### src/rtl/sync_debounce_edge.sv
// sync_debounce_edge
//   Debounces a single-bit, already-synchronized input. A new level is
//   accepted only after DEBOUNCE_CYCLES consecutive equal samples. The block
//   emits one-cycle rise/fall pulses on acceptance and keeps a wrapping count
//   of accepted rising edges, clearable through evt_clr_i.
//
//   Optional build macro: SYNC_DEBOUNCE_GLITCH_CNT_EN
//     When defined, adds glitch_cnt_o[7:0]. This saturating counter records
//     every aborted debounce attempt and is cleared by evt_clr_i.
//     When undefined, that port and its logic are absent.
//
//   All outputs come straight from flops. There is no combinational path
//   from any input to any output.
module sync_debounce_edge #(
  parameter int unsigned DEBOUNCE_CYCLES = 16,
  parameter int unsigned CNT_W           = 5,
  parameter int unsigned EVENT_W         = 8
) (
  input  logic               clk,
  input  logic               rstn,
  input  logic               sync_sig_i,
  input  logic               evt_clr_i,
  output logic               level_o,
  output logic               rise_o,
  output logic               fall_o,
  output logic [EVENT_W-1:0] evt_cnt_o
`ifdef SYNC_DEBOUNCE_GLITCH_CNT_EN
  ,
  output logic [7:0]         glitch_cnt_o
`endif
);

  // Debounce FSM encoding
  localparam logic [1:0] STABLE_LOW  = 2'd0;
  localparam logic [1:0] WAIT_HIGH   = 2'd1;
  localparam logic [1:0] STABLE_HIGH = 2'd2;
  localparam logic [1:0] WAIT_LOW    = 2'd3;

  // The count holds the number of consecutive samples seen at the candidate
  // level. Acceptance happens on the sample that would make it DEBOUNCE_CYCLES.
  localparam logic [CNT_W-1:0]   CNT_ONE  = CNT_W'(1);
  localparam logic [CNT_W-1:0]   CNT_LAST = CNT_W'(DEBOUNCE_CYCLES - 1);
  localparam logic [EVENT_W-1:0] EVT_ONE  = EVENT_W'(1);

  logic [1:0]         state_q, state_d;
  logic [CNT_W-1:0]   cnt_q,   cnt_d;
  logic               level_q, level_d;
  logic               rise_q,  rise_d;
  logic               fall_q,  fall_d;
  logic [EVENT_W-1:0] evt_q,   evt_d;

  // Strobes decoded from the FSM for the current sample
  logic accept_rise;
  logic accept_fall;
  logic abort;

  // Next-state decode: qualify each sample against the candidate level
  always_comb begin
    state_d     = state_q;
    cnt_d       = cnt_q;
    level_d     = level_q;
    accept_rise = 1'b0;
    accept_fall = 1'b0;
    abort       = 1'b0;
    case (state_q)
      STABLE_LOW: begin
        if (sync_sig_i) begin
          state_d = WAIT_HIGH;
          cnt_d   = CNT_ONE;
        end else begin
          cnt_d   = '0;
        end
      end
      WAIT_HIGH: begin
        if (!sync_sig_i) begin
          // The high run was too short, so it is a glitch. The level holds.
          state_d = STABLE_LOW;
          cnt_d   = '0;
          abort   = 1'b1;
        end else if (cnt_q == CNT_LAST) begin
          state_d     = STABLE_HIGH;
          cnt_d       = '0;
          level_d     = 1'b1;
          accept_rise = 1'b1;
        end else begin
          cnt_d = cnt_q + CNT_ONE;
        end
      end
      STABLE_HIGH: begin
        if (!sync_sig_i) begin
          state_d = WAIT_LOW;
          cnt_d   = CNT_ONE;
        end else begin
          cnt_d   = '0;
        end
      end
      WAIT_LOW: begin
        if (sync_sig_i) begin
          // The low run was too short, so it is a glitch. The level holds.
          state_d = STABLE_HIGH;
          cnt_d   = '0;
          abort   = 1'b1;
        end else if (cnt_q == CNT_LAST) begin
          state_d     = STABLE_LOW;
          cnt_d       = '0;
          level_d     = 1'b0;
          accept_fall = 1'b1;
        end else begin
          cnt_d = cnt_q + CNT_ONE;
        end
      end
      default: begin
        state_d = STABLE_LOW;
        cnt_d   = '0;
        level_d = 1'b0;
      end
    endcase
  end

  // Pulses last exactly one cycle because they simply mirror the acceptance strobes
  always_comb begin
    rise_d = accept_rise;
    fall_d = accept_fall;
  end

  // Rising-event counter: the clear is applied first, then the increment,
  // so a coincident clear and acceptance leaves a count of 1
  always_comb begin
    evt_d = evt_q;
    if (evt_clr_i) begin
      evt_d = '0;
    end
    if (accept_rise) begin
      evt_d = evt_d + EVT_ONE;
    end
  end

  // FSM and debounce counter state; reset discards any partial count
  always_ff @(posedge clk or negedge rstn) begin
    if (!rstn) begin
      state_q <= STABLE_LOW;
      cnt_q   <= '0;
    end else begin
      state_q <= state_d;
      cnt_q   <= cnt_d;
    end
  end

  // Registered level and edge pulses; reset never produces a pulse
  always_ff @(posedge clk or negedge rstn) begin
    if (!rstn) begin
      level_q <= 1'b0;
      rise_q  <= 1'b0;
      fall_q  <= 1'b0;
    end else begin
      level_q <= level_d;
      rise_q  <= rise_d;
      fall_q  <= fall_d;
    end
  end

  // Rising-event counter register, which wraps naturally at 2^EVENT_W
  always_ff @(posedge clk or negedge rstn) begin
    if (!rstn) begin
      evt_q <= '0;
    end else begin
      evt_q <= evt_d;
    end
  end

  assign level_o   = level_q;
  assign rise_o    = rise_q;
  assign fall_o    = fall_q;
  assign evt_cnt_o = evt_q;

`ifdef SYNC_DEBOUNCE_GLITCH_CNT_EN
  logic [7:0] glitch_q, glitch_d;

  // Glitch counter: clear first, then a saturating increment on abort
  always_comb begin
    glitch_d = glitch_q;
    if (evt_clr_i) begin
      glitch_d = '0;
    end
    if (abort && (glitch_d != 8'hFF)) begin
      glitch_d = glitch_d + 8'd1;
    end
  end

  // Glitch counter register
  always_ff @(posedge clk or negedge rstn) begin
    if (!rstn) begin
      glitch_q <= '0;
    end else begin
      glitch_q <= glitch_d;
    end
  end

  assign glitch_cnt_o = glitch_q;
`else
  // Without the glitch counter, the abort strobe has no consumer.
  logic unused_abort;
  assign unused_abort = abort;
`endif

endmodule

### config.mk
export PLATFORM = sky130hd
export DESIGN_NAME = sync_debounce_edge
export DESIGN_NICKNAME = d
export VERILOG_FILES = /design/src/rtl/sync_debounce_edge.sv
export SDC_FILE = /design/constraint.sdc
export NUM_CORES = 1
export LEC_CHECK = 0
export ABC_CLOCK_PERIOD_IN_PS = 1950
export CORE_MARGIN = 2
export CORE_UTILIZATION = 45
export CTS_BUF_LIST = sky130_fd_sc_hd__clkbuf_16
export CTS_CLUSTER_DIAMETER = 50
export DETAILED_ROUTE_END_ITERATION = 10
export GPL_ROUTABILITY_DRIVEN = 0
export PLACE_DENSITY = 0.78
export SLEW_MARGIN = 5
export SYNTH_ARGS = -nofsm -noshare
export SYNTH_HDL_FRONTEND = slang
export SYNTH_SLANG_ARGS = --single-unit
### constraint.sdc
create_clock -name clk -period 1.95 [get_ports clk]
set_clock_uncertainty 0.05 [all_clocks]
set_input_delay 0.585 -clock clk [delete_from_list [all_inputs] [get_ports clk]]
set_output_delay 0.585 -clock clk [all_outputs]
set_load 0.005 [all_outputs]
==> metrics.txt, run 1 <==
asr flop ratio synth 100.0%; DRT iter0 DRCs 19; largest net degree at the start of global routing 19; crit-path leading delay family buffers and inverters; critical path endpoint evt_cnt_o[3]; Congestion Overflow GR 0; # rows 15; type of origin of the critical path register; Seq cells post-synth 18; Post-synth EDFFs 0; final setup margin 0.09057 ns; Max stage delay on crit path 0.54 ns; post-synthesis instance total 79; Final Hold Viols 0; WP data arrival 1.22 ns; n_diodes 0; worst r2r src cnt_q[0]; die span in x 47.93 um; CP required 1.31 ns; CTS Buffer Depth 2; Finished Cell Area between 1000 and 1500 um^2; Core Area 1764 um^2; Post-Layout Cell Count 130; 1st-pass router iterations 4; largest area contributor in the netlist dfrtp_1; I/O Buffers 14; H-Tree Depth 1; Die H 47.93 um; Via Count 679; Area after DPL between 1000 and 1500 um^2; Switch Pwr about 180 uW; slew margin rel. 76.75%; R2R cell count 4; DP Cell Count 126; post-place setup slack -0.2197 ns; synth unique cells 26; Pwr Density 717.6 nW/um^2; Reg2Reg Capture Point evt_cnt_o[4]; IO Pins 15; main area contributors after synthesis dfrtp_1, xnor2_1, nand4b_1, ha_1, nand2b_1; highest ir drop seen on vdd just over 0.0005 V; critical-path cell list clkdlybuf4s50_1; Crit Path Class register to output pin; Comb pwr share 5.7%; layout cells sized above 1 18.10%; total track usage 20.45%; Crit Path Max Fanout 7; Syn Nets 85; status complete, no violations; top-count cell post-synth dfrtp_1; Achievable Freq 537.8 MHz; Slew Limit Fails 0; Sw Ratio about a fifth; Hold Crit Class register to register; die area approximately 2300 um^2; Multi-input gate area 402.9 um^2; Root Buffer clkbuf_16; Crit. path cell count 1; nets@finish 112; WL final 1.782 mm; drt wl/cell 13.71 um; Yosys warning total 0; Clock Pin Slew Worst Setup and Hold Paths 0.05 ns; CTS tree done; slowest CP cell clkdlybuf4s50_1; hold buffer count at CTS 0; vias per inst 5.223; CP endpoint kind output pin; # fillers 142; Clock Power Share 48.5%; area growth from synthesis to layout 37.32%; share of the yosys chip area belonging to registers 51.87%; Mapped Avg Cell Area 10.99 um^2; mapped cell area around 870 um^2; Sink Count 18; hold slack 0.4700 ns; antenna-violating nets left 0; top_reg_cell synth dfrtp_1; cts bufs inserted 3; RSZ-0062 raised after global routing false; hpwl dp 1.267 mm; Setup Buffers After CTS 0; Clock Latency Late Sink 0.25 ns; # resized after CTS 0; sequential share of power 45.9%; vias in the first global route between 600 and 700; Initial Utilization 49.22%; fin crit share 95.36%; sequential standard cell area 450.4 um^2; final setup violation count 0; DR DRC count 0; Leak Pwr 0.5395 nW; P_int 679.2 uW; initial antenna violation count 0; Worst Setup SP evt_cnt_o[3]; FF-to-FF setup slack 0.31 ns; Final min period 1.859 ns; Worst Tran Pin Value ~0.35 ns; Bufs and invs on worst path 1; top-area cell type share of the netlist area 51.87%; Synth top cells by count dfrtp_1, xnor2_1, inv_1, nand2_1; max_cap viols 0; first-pass GRT wire length just over 3 mm
worst min-delay path by stage:
stage / start / end / slack [ns] / cells after the start
2_1_floorplan: rstn / async pin / 0.24 / 0
6_report: cnt_q[4] / cnt_q[4] / 0.47 / 2
3_5_place_dp: cnt_q[4] / cnt_q[4] / 0.46 / 2
3_3_place_gp: cnt_q[4] / cnt_q[4] / 0.45 / 2
4_1_cts: cnt_q[4] / cnt_q[4] / 0.47 / 2
5_1_grt: cnt_q[4] / cnt_q[4] / 0.51 / 2
metrics by stage:
stage                     power (mW)  util, %  setup TNS [ns]
after floorplan               0.4186        -               0
after global placement        0.4456    62.55         -0.5406
after detailed placement      0.4478    62.55         -0.7390
after CTS                     0.8593    67.02               0
after global routing          0.8888    67.59               0
final                         0.8556    67.59               0
final cells by class:
class | instances | area share (%)
Clock buffer | 3 | 6.296
Timing Repair Buffer | 23 | 17.63
Sequential cell | 18 | 37.78
Clock inverter | 1 | 0.3148
Inverter | 5 | 1.574
Tap cell | 25 | 2.623
Multi-Input combinational cell | 55 | 33.79
power by group through the flow:
stage                     Clock [mW]  Combinational [mW]  Sequential [mW]
after floorplan                    0              0.0222            0.396
after global placement             0              0.0476            0.398
after detailed placement           0              0.0492            0.399
after CTS                      0.418              0.0494            0.392
after global routing           0.440              0.0547            0.394
final                          0.415              0.0486            0.392
routing by layer:
layer,vias to the layer above,GRT usage [%],wire length [um]
li1,336,-,-
met1,327,27.88,848
met3,5,4.528,45
met4,0,11.35,48
met2,11,30.13,839
met5,-,0,0
state kept, by name (all words and copies together), names as in the netlist, named ones only:
register and cells:
fall_o 1, cnt_q 5, evt_cnt_o 8, rise_o 1, level_o 1, state_q 1
worst reg2reg max path, delay by kind of cell (launching register included):
family | cells | cell delay, ns
AO/OA/AOI/OAI | 1 | 0.15
adder cells (fa/ha/maj) | 1 | 0.28
flip-flops | 1 | 0.37
AND/OR/NAND/NOR | 2 | 0.72
logic make-up (layout without fill, tap and decap cells):
group,Yosys count,after routing,synth area share [%]
AOI/OAI and AO/OA,7,7,4.610
xor gates and xnor gates,8,8,8.069
adders and majority gates,2,2,2.881
buffers and inverters,6,32,2.593
DFF,18,18,51.87
muxes,2,2,2.593
and+or+nand+nor,36,36,27.38
cell usage in the layout, fill, tap and decap left out, drive strengths merged:
cell type,netlist,routed
nor2,3,3
dfrtp,18,18
a21oi,2,2
inv,5,5
and3,1,1
xor2,2,2
nand3,4,4
xnor2,6,6
dlymetal6s2s,0,1
clkdlybuf4s50,0,13
nand2b,4,4
or4,2,2
nand3b,1,1
nor4,3,3
nor3,3,3
nand2,5,5
nor2b,1,1
clkinv,0,1
nand4,1,1
o21ai,3,3
clkbuf,1,3
and2,2,2
and4b,1,1
buf,0,9
mux2,2,2
ha,2,2
nand4b,5,5
o31ai,2,2
(Power assumes the default switching activity.)
==> run 2: changes to the inputs <==
Settings changed: REMOVE_ABC_BUFFERS from default to 1.
==> run 2 against run 1 <==
Against the previous run:
- clock power shrank 3%
- core utilization grew 0.21 points
- largest power group unchanged
- non-clock buffer count is the same
- hold slack gained 0.013 ns
- critical path depth is the same
==> metrics.txt, run 2 (synthesis gave the netlist of run 1 again) <==
vias in the first global route 615; commonest non-fill, non-tap cell in the layout dfrtp_1; antenna-violating nets left 0; Core Area 1764 um^2; die span in x around 48 um; IO Pins 15; hold endpoint cnt_q[4]; Reg2Reg Capture Point evt_cnt_o[4]; DR DRC count 0; Bufs and invs on worst path 1; sequential share of power 46.5%; Area after DPL 1104 um^2; largest net degree at the start of global routing 19; Clock Latency Late Sink 0.24 ns; Clock Power Share 47.6%; vias per inst 5.208; CP endpoint kind output pin; hpwl dp roughly 1.2 mm; highest ir drop seen on vdd about 0.00042 V; max_cap viols 0; Switch Pwr 166.3 uW; die area 2297 um^2; status complete, no violations; Achievable Freq ~540 MHz; area growth from synthesis to layout 37.75%; Via Count 677; Multi-input gate area around 410 um^2; max reg flops 8; Crit Path Class register to output pin; WP data arrival 1.22 ns; Die H 47.93 um; Worst Tran Pin Value ~0.35 ns; Sw Ratio 19.67%; I/O Buffers 14; Slew Limit Fails 0; Max stage delay on crit path 0.54 ns; sequential standard cell area 450.4 um^2; DP Cell Count 126; Root Buffer clkbuf_16; Initial Utilization between 40% and 50%; Post-Layout Cell Count 130; WL final 1.802 mm; hold slack 0.4834 ns; nets@finish 112; R2R cell count 4; slowest CP cell clkdlybuf4s50_1; 1st-pass router iterations 4; Leak Pwr 0.5394 nW; Final Hold Viols 0; final setup violation count 0; Hold Crit Class register to register; critical-path cell list clkdlybuf4s50_1; slew margin rel. 76.31%; first-pass GRT wire length 2.815 mm; total track usage 17.98%; fin crit share 95.33%; cts bufs inserted 3; initial antenna violation count 0; Sink Count 18; CTS tree done; Hold Path Cell Cnt 2; # fillers 147; DRT iter0 DRCs 24; most frequent cells in the layout dfrtp_1, clkdlybuf4s50_1, buf_4; final setup margin 0.09100 ns; Overall Power 845.3 uW; post-place setup slack -0.2272 ns; Congestion Overflow GR 0; CP required 1.31 ns; layout cells sized above 1 about a fifth; drt wl/cell 13.86 um; Final min period between 1.5 and 2 ns; Finished Cell Area 1196 um^2; H-Tree Depth 1; RSZ-0062 raised after global routing false; Pwr Density 706.7 nW/um^2; Comb pwr share 5.9%; crit-path leading delay family buffers and inverters; FF-to-FF setup slack 0.26 ns; type of origin of the critical path register; n_diodes 0; Hold Path Origin cnt_q[4]; P_int around 680 uW; Crit Path Max Fanout 7; hold buffer count at CTS 0; worst r2r src cnt_q[0]; CTS Buffer Depth 2; # rows 15; Clock Pin Slew Worst Setup and Hold Paths 0.05 ns
run 2: cell counts in the layout (fill, tap and decap cells not counted):
Identical to the previous run, type by type.
run 2: worst max-delay path by stage:
stage	slack [ns]	cells after the start	endpoint	startpoint
floorplan	0.31	5	evt_cnt_o[4]	evt_clr_i
global placement	-0.16	6	evt_cnt_o[4]	evt_clr_i
detailed placement	-0.23	6	evt_cnt_o[4]	evt_clr_i
CTS	0.02	6	evt_cnt_o[4]	evt_clr_i
global route	0.04	1	evt_cnt_o[3]	evt_cnt_o[3]
finish	0.09	1	evt_cnt_o[3]	evt_cnt_o[3]
run 2: power by group through the flow:
stage	Clock, mW	Sequential, mW	Combinational [mW]
after floorplan	0	0.396	0.0203
after global routing	0.426	0.394	0.0548
after CTS	0.411	0.393	0.0496
final	0.402	0.393	0.0497
after global placement	0	0.398	0.0476
after detailed placement	0	0.399	0.0486
run 2: per-layer routing:
layer	vias to the layer above	GRT usage, %	share of wire, %
met5	-	0	0
met4	0	8.108	1.1
met3	2	2.642	2.2
met2	12	29.07	51
met1	331	23.76	46
li1	332	-	-
run 2: area by class of cell:
cell class                 count  share of cell area (%)
clock buffer                   3                   6.276
clock inverter                 1                  0.3138
inverter                       5                   1.569
multi-input combinational     55                   34.00
sequential                    18                   37.66
tap                           25                   2.615
timing repair buffer          23                   17.57
run 2: timing repair:
item                       in CTS  in global routing
setup buffers                   0                  0
resized for setup               0                  5
setup endpoints to repair       0                  3
run 2: per-stage QoR:
step	TNS, ns	util [%]
floorplan	0	-
global route	0	67.80
CTS	0	67.02
detailed placement	-0.8304	62.55
finish	0	67.80
global placement	-0.5062	62.55
==> run 3: changes to the inputs <==
Settings changed: ABC_CLOCK_PERIOD_IN_PS 1950 to 2000.
Clock period 1.95 ns to 2 ns, I/O delays scaled along.
==> run 3 against run 2 <==
Against the previous run:
- sequential power is 2% lower
- critical path type is now input port to register
- flip-flop and latch count stayed put
- critical endpoint is now evt_cnt_o[4]
- largest power group unchanged
- critical path depth up 5
- worst setup slack got worse by 0.086 ns
- highest routed layer unchanged
- first-iteration DRC count is the same
- combinational power fell by 2%
- power fell by 2.5%
- cell area shrank 0.21%
- sequential share of layout area up 0.079 points
==> metrics.txt, run 3 (synthesis gave the netlist of run 1 again) <==
antenna-violating nets left 0; max reg flops 8; Worst Tran Pin Value approximately 0.35 ns; initial antenna violation count 0; Hold Path Origin cnt_q[4]; slew margin rel. 76.31%; Initial Utilization about half; Clock Latency Late Sink 0.24 ns; IO Pins 15; DR DRC count 0; n_diodes 0; slowest CP cell clkdlybuf4s50_1; final setup violation count 0; most frequent cells in the layout dfrtp_1, clkdlybuf4s50_1, buf_4; WL final 1.796 mm; nets@finish 112; Hold Path Cell Cnt 2; cts bufs inserted 3; hold buffer count at CTS 0; Hold Crit Class register to register; DRT iter0 DRCs 24; R2R cell count 4; die area 2297 um^2; Congestion Overflow GR 0; vias per inst 5.215; max_cap viols 0; post-place setup slack -0.1922 ns; # fillers 149; hold endpoint cnt_q[4]; Reg2Reg Capture Point evt_cnt_o[4]; Pwr Density 690.6 nW/um^2; fin crit share ~100%; Root Buffer clkbuf_16; commonest non-fill, non-tap cell in the layout dfrtp_1; I/O Buffers 14; CP endpoint kind register; largest net degree at the start of global routing 19; first-pass GRT wire length 2.815 mm; Crit Path Class input port to register; Post-Layout Cell Count 130; Max stage delay on crit path between 0.4 and 0.5 ns; 1st-pass router iterations 4; area growth from synthesis to layout 37.46%; CTS tree done; Clock Pin Slew Worst Setup and Hold Paths roughly 0.050 ns; Die H about 48 um; Sink Count 18; # rows 15; CP required 2.12 ns; final setup margin between 0.005 and 0.006 ns; FF-to-FF setup slack 0.31 ns; Core Area roughly 1800 um^2; Crit Path Max Fanout 3; status complete, no violations; Achievable Freq between 500 and 600 MHz; total track usage 17.98%; Leak Pwr 0.5303 nW; Slew Limit Fails 0; hpwl dp 1.248 mm; Via Count 678; die span in x about 48 um; Setup Buffers After CTS 0; Final Hold Viols 0; Final min period 1.995 ns; layout cells sized above 1 between 10% and 20%; type of origin of the critical path input port; H-Tree Depth 1; highest ir drop seen on vdd 0.0004069 V; drt wl/cell 13.82 um; critical-path cell list clkdlybuf4s50_1 -> nor2b_2 -> ha_2 -> nand2_1 -> or4_1 -> a21oi_2; worst r2r src cnt_q[0]; WP data arrival between 2 and 2.5 ns; CTS Buffer Depth 2; # resized after CTS 0; vias in the first global route around 620; DP Cell Count 126
## run 3: metal layers
layer	part of all wire, %	vias up	global-route usage (%)
met3	2.2	2	2.642
met4	1.1	0	8.108
met5	0	-	0
met1	46	332	23.76
met2	51	12	29.07
li1	-	332	-
## run 3: worst max-delay path by stage
| stage | startpoint | end | slack [ns] |
|---|---|---|---|
| finish | evt_clr_i | evt_cnt_o[4] | 0.005 |
| global route | evt_clr_i | evt_cnt_o[4] | -0.04 |
| CTS | evt_clr_i | evt_cnt_o[4] | 0.06 |
| detailed placement | evt_clr_i | evt_cnt_o[4] | -0.19 |
| global placement | evt_clr_i | evt_cnt_o[4] | -0.13 |
| floorplan | evt_clr_i | evt_cnt_o[4] | 0.35 |
## run 3: worst max-delay path: cells and delay by family
family	cells	cell delay, ns
adders and majority gates	1	0.21
AOI/OAI and AO/OA	1	0.17
buffers and inverters	1	0.47
and+or+nand+nor	3	0.67
## run 3: layout make-up
class	instances	area, um^2	share of cell area, %
multi-input combinational	55	406.6	34.07
tap	25	31.28	2.621
timing repair buffer	23	207.7	17.40
clock inverter	1	3.754	0.3145
inverter	5	18.77	1.572
sequential	18	450.4	37.74
clock buffer	3	75.07	6.289
## run 3: metrics by stage
step	total power, mW	setup TNS [ns]	instance area [um^2]	util [%]	hold slack, ns
floorplan	0.4063	0	864.6	-	0.2544
detailed placement	0.4362	-0.6203	1104	62.55	0.4505
finish	0.8243	0	1194	67.66	0.4834
global placement	0.4344	-0.3085	1104	62.55	0.4500
CTS	0.8314	0	1182	67.02	0.4908
global route	0.8522	-0.03863	1194	67.66	0.5132
## run 3: where the power goes
group	switching, mW	internal (mW)	leakage, nW	total, mW
logic	0.0248	0.0239	0.252	0.0486
registers	0.0105	0.373	0.239	0.384
clock network	0.127	0.265	0.0385	0.392
